`src/rtl/delay_extclk.sv`:
```
// Board-side clock divider and SPI chip-select delay line on the external oscillator clock.
// Define LOOPBACK_CLK_EN to derive the tick from the board-looped lac1_clk instead of the counter.
`timescale 1ns/1ps
module delay_extclk #(
  parameter int unsigned DIV_LOG2  = 4,
  parameter int unsigned DELAY_LEN = 7
) (
  input  logic ext_clk_in,
  input  logic nreset,
  input  logic lac0_clk,
  input  logic lac1_clk,
  input  logic sclk_in,
  input  logic cs,
  input  logic sdo,
  output logic ref_lac0_out,
  output logic ref_lac1_out,
  output logic lac0_en,
  output logic lac1_en,
  output logic div16_out,
  output logic div16_out_oe,
  output logic miso,
  output logic miso_en,
  output logic sclk_out,
  output logic sclk_out_en,
  output logic cs_out,
  output logic cs_out_en
);

  logic [1:0]          rst_sync_q;
  logic                rst_n_s;
  logic [DIV_LOG2-1:0] cnt_q, cnt_d;
  logic                en_q;
  logic                tick;
  logic                cs_sync_q, cs_sync_d;
  logic                ff1_q, ff1_d;
  logic                ff2_q, ff2_d;
  logic                prev_q, prev_d;
  logic [DELAY_LEN-1:0] shift_q, shift_d;

  // Reset asserts immediately but releases on a clock edge.
  always_ff @(posedge ext_clk_in or negedge nreset) begin
    if (!nreset) rst_sync_q <= '0;
    else         rst_sync_q <= {rst_sync_q[0], 1'b1};
  end
  assign rst_n_s = rst_sync_q[1];

`ifdef LOOPBACK_CLK_EN
  logic [2:0] lac1_sync_q;
  logic [1:0] lac0_sync_unused_q;

  always_ff @(posedge ext_clk_in or negedge rst_n_s) begin
    if (!rst_n_s) begin
      lac1_sync_q        <= '0;
      lac0_sync_unused_q <= '0;
    end else begin
      lac1_sync_q        <= {lac1_sync_q[1:0], lac1_clk};
      lac0_sync_unused_q <= {lac0_sync_unused_q[0], lac0_clk};
    end
  end
  assign tick = lac1_sync_q[1] & ~lac1_sync_q[2];
`else
  logic lac_unused;
  assign lac_unused = lac0_clk ^ lac1_clk;
  assign tick = (cnt_q == '1);
`endif

  assign cnt_d = cnt_q + 1'b1;

  always_comb begin
    cs_sync_d = cs_sync_q;
    ff1_d     = ff1_q;
    ff2_d     = ff2_q;
    prev_d    = prev_q;
    shift_d   = shift_q;
    if (tick) begin
      cs_sync_d = cs;
      ff1_d     = sclk_in;
      ff2_d     = ff1_q;
      prev_d    = ff2_q;
      // An idle CS refills the line; it wins over a coincident SCLK edge.
      if (cs_sync_q)
        shift_d = '1;
      else if (ff2_q && !prev_q)
        shift_d = {shift_q[DELAY_LEN-2:0], cs_sync_q};
    end
  end

  always_ff @(posedge ext_clk_in or negedge rst_n_s) begin
    if (!rst_n_s) begin
      cnt_q     <= '0;
      en_q      <= 1'b0;
      cs_sync_q <= 1'b0;
      ff1_q     <= 1'b0;
      ff2_q     <= 1'b0;
      prev_q    <= 1'b0;
      shift_q   <= '1;
    end else begin
      cnt_q     <= cnt_d;
      en_q      <= 1'b1;
      cs_sync_q <= cs_sync_d;
      ff1_q     <= ff1_d;
      ff2_q     <= ff2_d;
      prev_q    <= prev_d;
      shift_q   <= shift_d;
    end
  end

  assign ref_lac0_out = cnt_q[0];
  assign ref_lac1_out = cnt_q[DIV_LOG2-1];
  assign div16_out    = cnt_q[DIV_LOG2-1];
  assign lac0_en      = en_q;
  assign lac1_en      = en_q;
  assign div16_out_oe = en_q;
  assign miso_en      = en_q;
  assign sclk_out_en  = en_q;
  assign cs_out_en    = en_q;
  assign miso         = sdo;
  assign sclk_out     = ff2_q;
  assign cs_out       = shift_q[DELAY_LEN-1];

endmodule

```
`config.mk`:
```
export PLATFORM = sky130hd
export DESIGN_NAME = delay_extclk
export DESIGN_NICKNAME = d
export VERILOG_FILES = /design/src/rtl/delay_extclk.sv
export SDC_FILE = /design/constraint.sdc
export NUM_CORES = 1
export LEC_CHECK = 0
export CAP_MARGIN = 20
export CORE_MARGIN = 8
export CORE_UTILIZATION = 30
export CTS_CLUSTER_DIAMETER = 50
export DETAILED_ROUTE_END_ITERATION = 8
export PLACE_DENSITY_LB_ADDON = 0.08
export SETUP_SLACK_MARGIN = 0.1
export SYNTH_ARGS = -nofsm -noshare
export SYNTH_HDL_FRONTEND = slang
export SYNTH_SLANG_ARGS = --single-unit
```
`constraint.sdc`:
```
create_clock -name ext_clk_in -period 0.8 [get_ports ext_clk_in]
set_input_delay 0.16 -clock ext_clk_in [delete_from_list [all_inputs] [get_ports ext_clk_in]]
set_output_delay 0.16 -clock ext_clk_in [all_outputs]
set_load 0.02 [all_outputs]
```
Word-level counts from Yosys, hierarchy flattened

Index checks and enable logic that the tools add are counted.

Register bits: 18
Output and inout port bits: 12
ROM bits: 0
Memories: 0
Memory bits (writable): 0
Bits in latches: 0

Shift-type cells: 0
Multiply operators: 0
Multiplexer cells: 2
Order comparisons: 0
Add/sub/neg operators: 1
Bitwise operators: 0
Eq/ne operators: 1
Div/mod/pow operators: 0
Reductions and logical operators: 4

Operators with widths:

| operator            | number |
|---|---|
| $mux 7              | 2 |
| $add 4x1->4 const B | 1 |
| $eq 4x4->1 const B  | 1 |
| $reduce_and 2->1    | 1 |
| $reduce_bool 2->1   | 1 |
| $logic_and 1x1->1   | 1 |
| $logic_not 1->1     | 1 |

Longest topological paths before layout

Word-level depth: 4
Gate-level depth with buffers: 5
Gate-level depth less buffers: 4

Worst setup path before layout

No wires, ideal clock.

Path type: register -> register
Start: register cnt_q[0]
End: register cs_sync_q
Cell stages (with the launch flop): 5
Arrival: 1.299 ns
Period minus slack after synthesis: 1.424 ns
Path slack: -0.624 ns
Data required time: 0.675 ns
Path buffers: 1
Library setup time: 0.125 ns
Cells stage by stage: dfrtp_1 ha_1 nand3_4 buf_6 mux2_2

Word-level cells in the longest chain between the ends: 1

RTL lines:

| what                   | line | RTL |
|---|---|---|
| from (decl)            | 31   | `logic [DIV_LOG2-1:0] cnt_q, cnt_d;` |
| from (signal assigned) | 98   | `cnt_q <= cnt_d;` |
| $eq 4x4->1             | 64   | `assign tick = (cnt_q == '1);` |
| to (signal assigned)   | 100  | `cs_sync_q <= cs_sync_d;` |
| to (decl)              | 34   | `logic cs_sync_q, cs_sync_d;` |

No other way between the ends.
A chain may end at the register's enable or synchronous reset.

Final worst setup path

Start: register cnt_q[1]
End: register shift_q[4]

Word-level cells in the longest chain between the ends: 2

RTL lines:

| what                       | line | RTL |
|---|---|---|
| $eq 4x4->1                 | 64   |  |
| $reduce_and 2->1 (no line) | --   |  |
| to (signal assigned)       | 104  | `shift_q <= shift_d;` |
| to (decl)                  | 38   | `logic [DELAY_LEN-1:0] shift_q, shift_d;` |

No other way between the ends.

==> impl_metrics.yaml <==
status:
  status: "finished, violations left"
  violations: "setup timing"
timing:
  fin_crit_sh_pct: 150
  slew_violations: 0
  timing.final.crit_period_ns: 1.20
  finalSetupViolations: 24
  postLayoutSetupSlackWorst_ns: -0.398
  holdWs_ns: 0.161
  rsz0062_at_grt: "yes"
  skew_ns: 0.00488
  finalHoldViolCount: 0
  fmax_ghz: 0.835
drt:
  wl_met2_um: 616
  drtIter0Drc: 6
  drc: 0
  wirelength_mm: 1.39
  wl_met1_um: 601
  wl_per_cell_um: 13.0
  dr.max_layer_used: "met4"
  via_per_inst: 4.48
  antenna_left: 0
  vias: 479
  first_pass_iters: 3
  met3WireLength_um: 158
clocking:
  clk_path_buf_depth: 2
  cts_tree: "yes"
  cts.clk_slew.worst_paths_ns: 0.10
  clk-insertion-delay-late_ns: 0.29
  cts_sinks: 18
  cts_buffers: 3
  h-tree-depth: 1
  clockRootBuffer: "clkbuf_4"
placed_design:
  dp_hpwl_um: 914
  dpl_cell_area_um2: 956
  place_congestion: 0.673
  io_buffers: 14
die:
  design.core.area_um2: 2450
  rows: 18
  start_util_pct: 31.2
  chipWidth_um: 66.5
  die-area_um2: 4420
  die_height_um: 66.5
  io_pins: 19
logic_synthesis:
  postSynthAreaPerCell_um2: 13.9
  synth_top_area_share_pct: 35.9
  synth_edf_count: 0
  synth_xor_area_share_pct: 2.29
  yosysUniqueCellTypes: 19
  synthArstFlopShare_pct: 100
  synth-compound-area-share_pct: 10.8
  syn_inst: 55
  synthSimpleGateAreaFrac_pct: 8.66
  synth-seq-cells: 18
  netlist.top_cell.by_area: "dfrtp_1"
  synth.area.mux_share_pct: 5.88
  synth_top_family_by_area: "compound AO/OA/AOI/OAI gates"
  yosys.area_share.adder_pct: 1.63
  synth_area_leaders: "dfrtp_1 (36%), dfstp_2 (24%), buf_4 (6.9%)"
  synth_ff_type: "dfrtp_1"
  yosysSeqAreaShare_pct: 60.0
  yosys_warnings: 0
  syn_area_um2: 766
power_and_ir_drop:
  switching_power_uw: 388
  internal-power_uw: 1330
  pwr-share-seq_pct: 57.7
  netSwitchingFraction_pct: 22.6
  comb_power_share_pct: 9.9
  power_frac_clock_pct: 32.5
  ir_drop_mv: 1.16
  powerDensity_nw_per_um2: 1530
  power_leakage_uw: 0.000488
run:
  max_cap_violations: 0
setup_path:
  slowest_delay_ns: 0.40
  cp-end-kind: "flop"
  r2r_cells: 4
  worstPathRequired_ns: 1.04
  crit_slowest_cell: "dfrtp_1"
  cp-start-kind: "flop"
  timing.critical_path.buf_inv: 0
  r2r_setup_slack_ns: -0.40
  cp.arrival_ns: 1.43
  cp_cell_sequence: "ha_4, nand3_4, nor4_4, o21ba_1"
  worstSetupPathType: "reg -> reg"
  cp_max_fo: 6
  cp.depth: 4
  crit_family: "flip-flops"
final_layout:
  final_area_um2: 1120
  drive_gt1_share_pct: 64.9
  syn2layout_area_growth_pct: 46.4
  nets: 86
  final_cell_mix: "buf_6 (15), dfrtp_1 (7), dfstp_2 (7), buf_4 (6), o21ba_1 (5)"
  num-fill-cells: 232
  multi_input_area_um2: 318
  ff_latch_area_um2: 464
  diodes: 0
  post-route-util_pct: 45.7
  final_common_cell: "buf_6"
grt:
  grt_start_max_net_pins: 11
  grt_pass1_vias: 479
  antenna_found_initial: 0
  grt_pass1_wl_mm: 2.24
  grtUsageTotal_pct: 6.98
  overflow: 0
worst_hold_path:
  hold_path.class: "reg -> async"
timing repair:
item / in CTS / in global routing
resized for setup: 67 / 10
setup buffers: 5 / 1
setup endpoints to repair: 25 / 25
cloned: 1 / 0
pin swaps: 5 / 1
endpoints found under the hold margin: 2 / 0
hold buffers: 1 / 0
logic make-up (layout without fill, tap and decap cells):
| group | count (synthesis) | count (layout) |
|---|---|---|
| DFF | 18 | 18 |
| xor gates and xnor gates | 2 | 2 |
| adders and majority gates | 1 | 1 |
| and+or+nand+nor | 9 | 10 |
| muxes | 4 | 4 |
| other | 1 | 2 |
| buffers and inverters | 12 | 32 |
| AOI/OAI and AO/OA | 8 | 8 |
routing by layer:
metal  up-vias  global-route usage [%]
met1       233                    7.39
met2        16                    10.1
li1        228                       -
met5         -                       0
met4         0                    3.20
met3         2                    5.20
through the flow:
step / worst slack (ns) / TNS (ns) / total power (uW) / cells
3_5_place_dp: -0.480 / -8.90 / 1160 / 96
6_report: -0.398 / -7.58 / 1710 / 107
4_1_cts: -0.399 / -7.75 / 1730 / 106
2_1_floorplan: -0.498 / -5.06 / 1110 / 56
3_3_place_gp: -0.470 / -8.76 / 1160 / 96
5_1_grt: -0.453 / -8.80 / 1810 / 107
final timing paths:
check | start | to
setup / recovery | cnt_q[1]$_DFF_PN0_ | shift_q[4]$_DFFE_PN1P_
hold / removal | rst_sync_q[1]$_DFF_PN0_ | sclk_out$_DFFE_PN0N_
setup reg to reg | cnt_q[1]$_DFF_PN0_ | shift_q[4]$_DFFE_PN1P_
hold reg to reg | rst_sync_q[1]$_DFF_PN0_ | sclk_out$_DFFE_PN0N_
max in group asynchronous | nreset | rst_sync_q[1]$_DFF_PN0_
min in group ext_clk_in | sdo | miso
synth_stat cells (3+ instances only):
cell type / count
dfrtp_1: 11
buf_4: 7
dfstp_2: 7
nor4_1: 6
o21ba_1: 5
mux2_2: 4
inv_1: 3
registers in the layout, summed over array words and instances (netlist names):
signal      count
shift_q         7
cs_sync_q       1
cs_out_en       1
sclk_out        1
rst_sync_q      2
ff1_q           1
cnt_q           4
prev_q          1
power groups by stage:
stage / clock network (uW) / registers, uW / logic, uW
after global placement: 0 / 997 / 162
after detailed placement: 0 / 997 / 161
final: 557 / 989 / 169
after floorplan: 0 / 1010 / 98.9
after global routing: 630 / 995 / 182
after CTS: 584 / 984 / 160
cell type report:
| cell class | count | area share, % |
|---|---|---|
| clock buffer | 4 | 3.24 |
| inverter | 3 | 1.00 |
| multi-input combinational | 27 | 28.3 |
| sequential | 18 | 41.4 |
| tap | 30 | 3.35 |
| timing repair buffer | 25 | 22.7 |
Power figures use the tool's default switching activity.
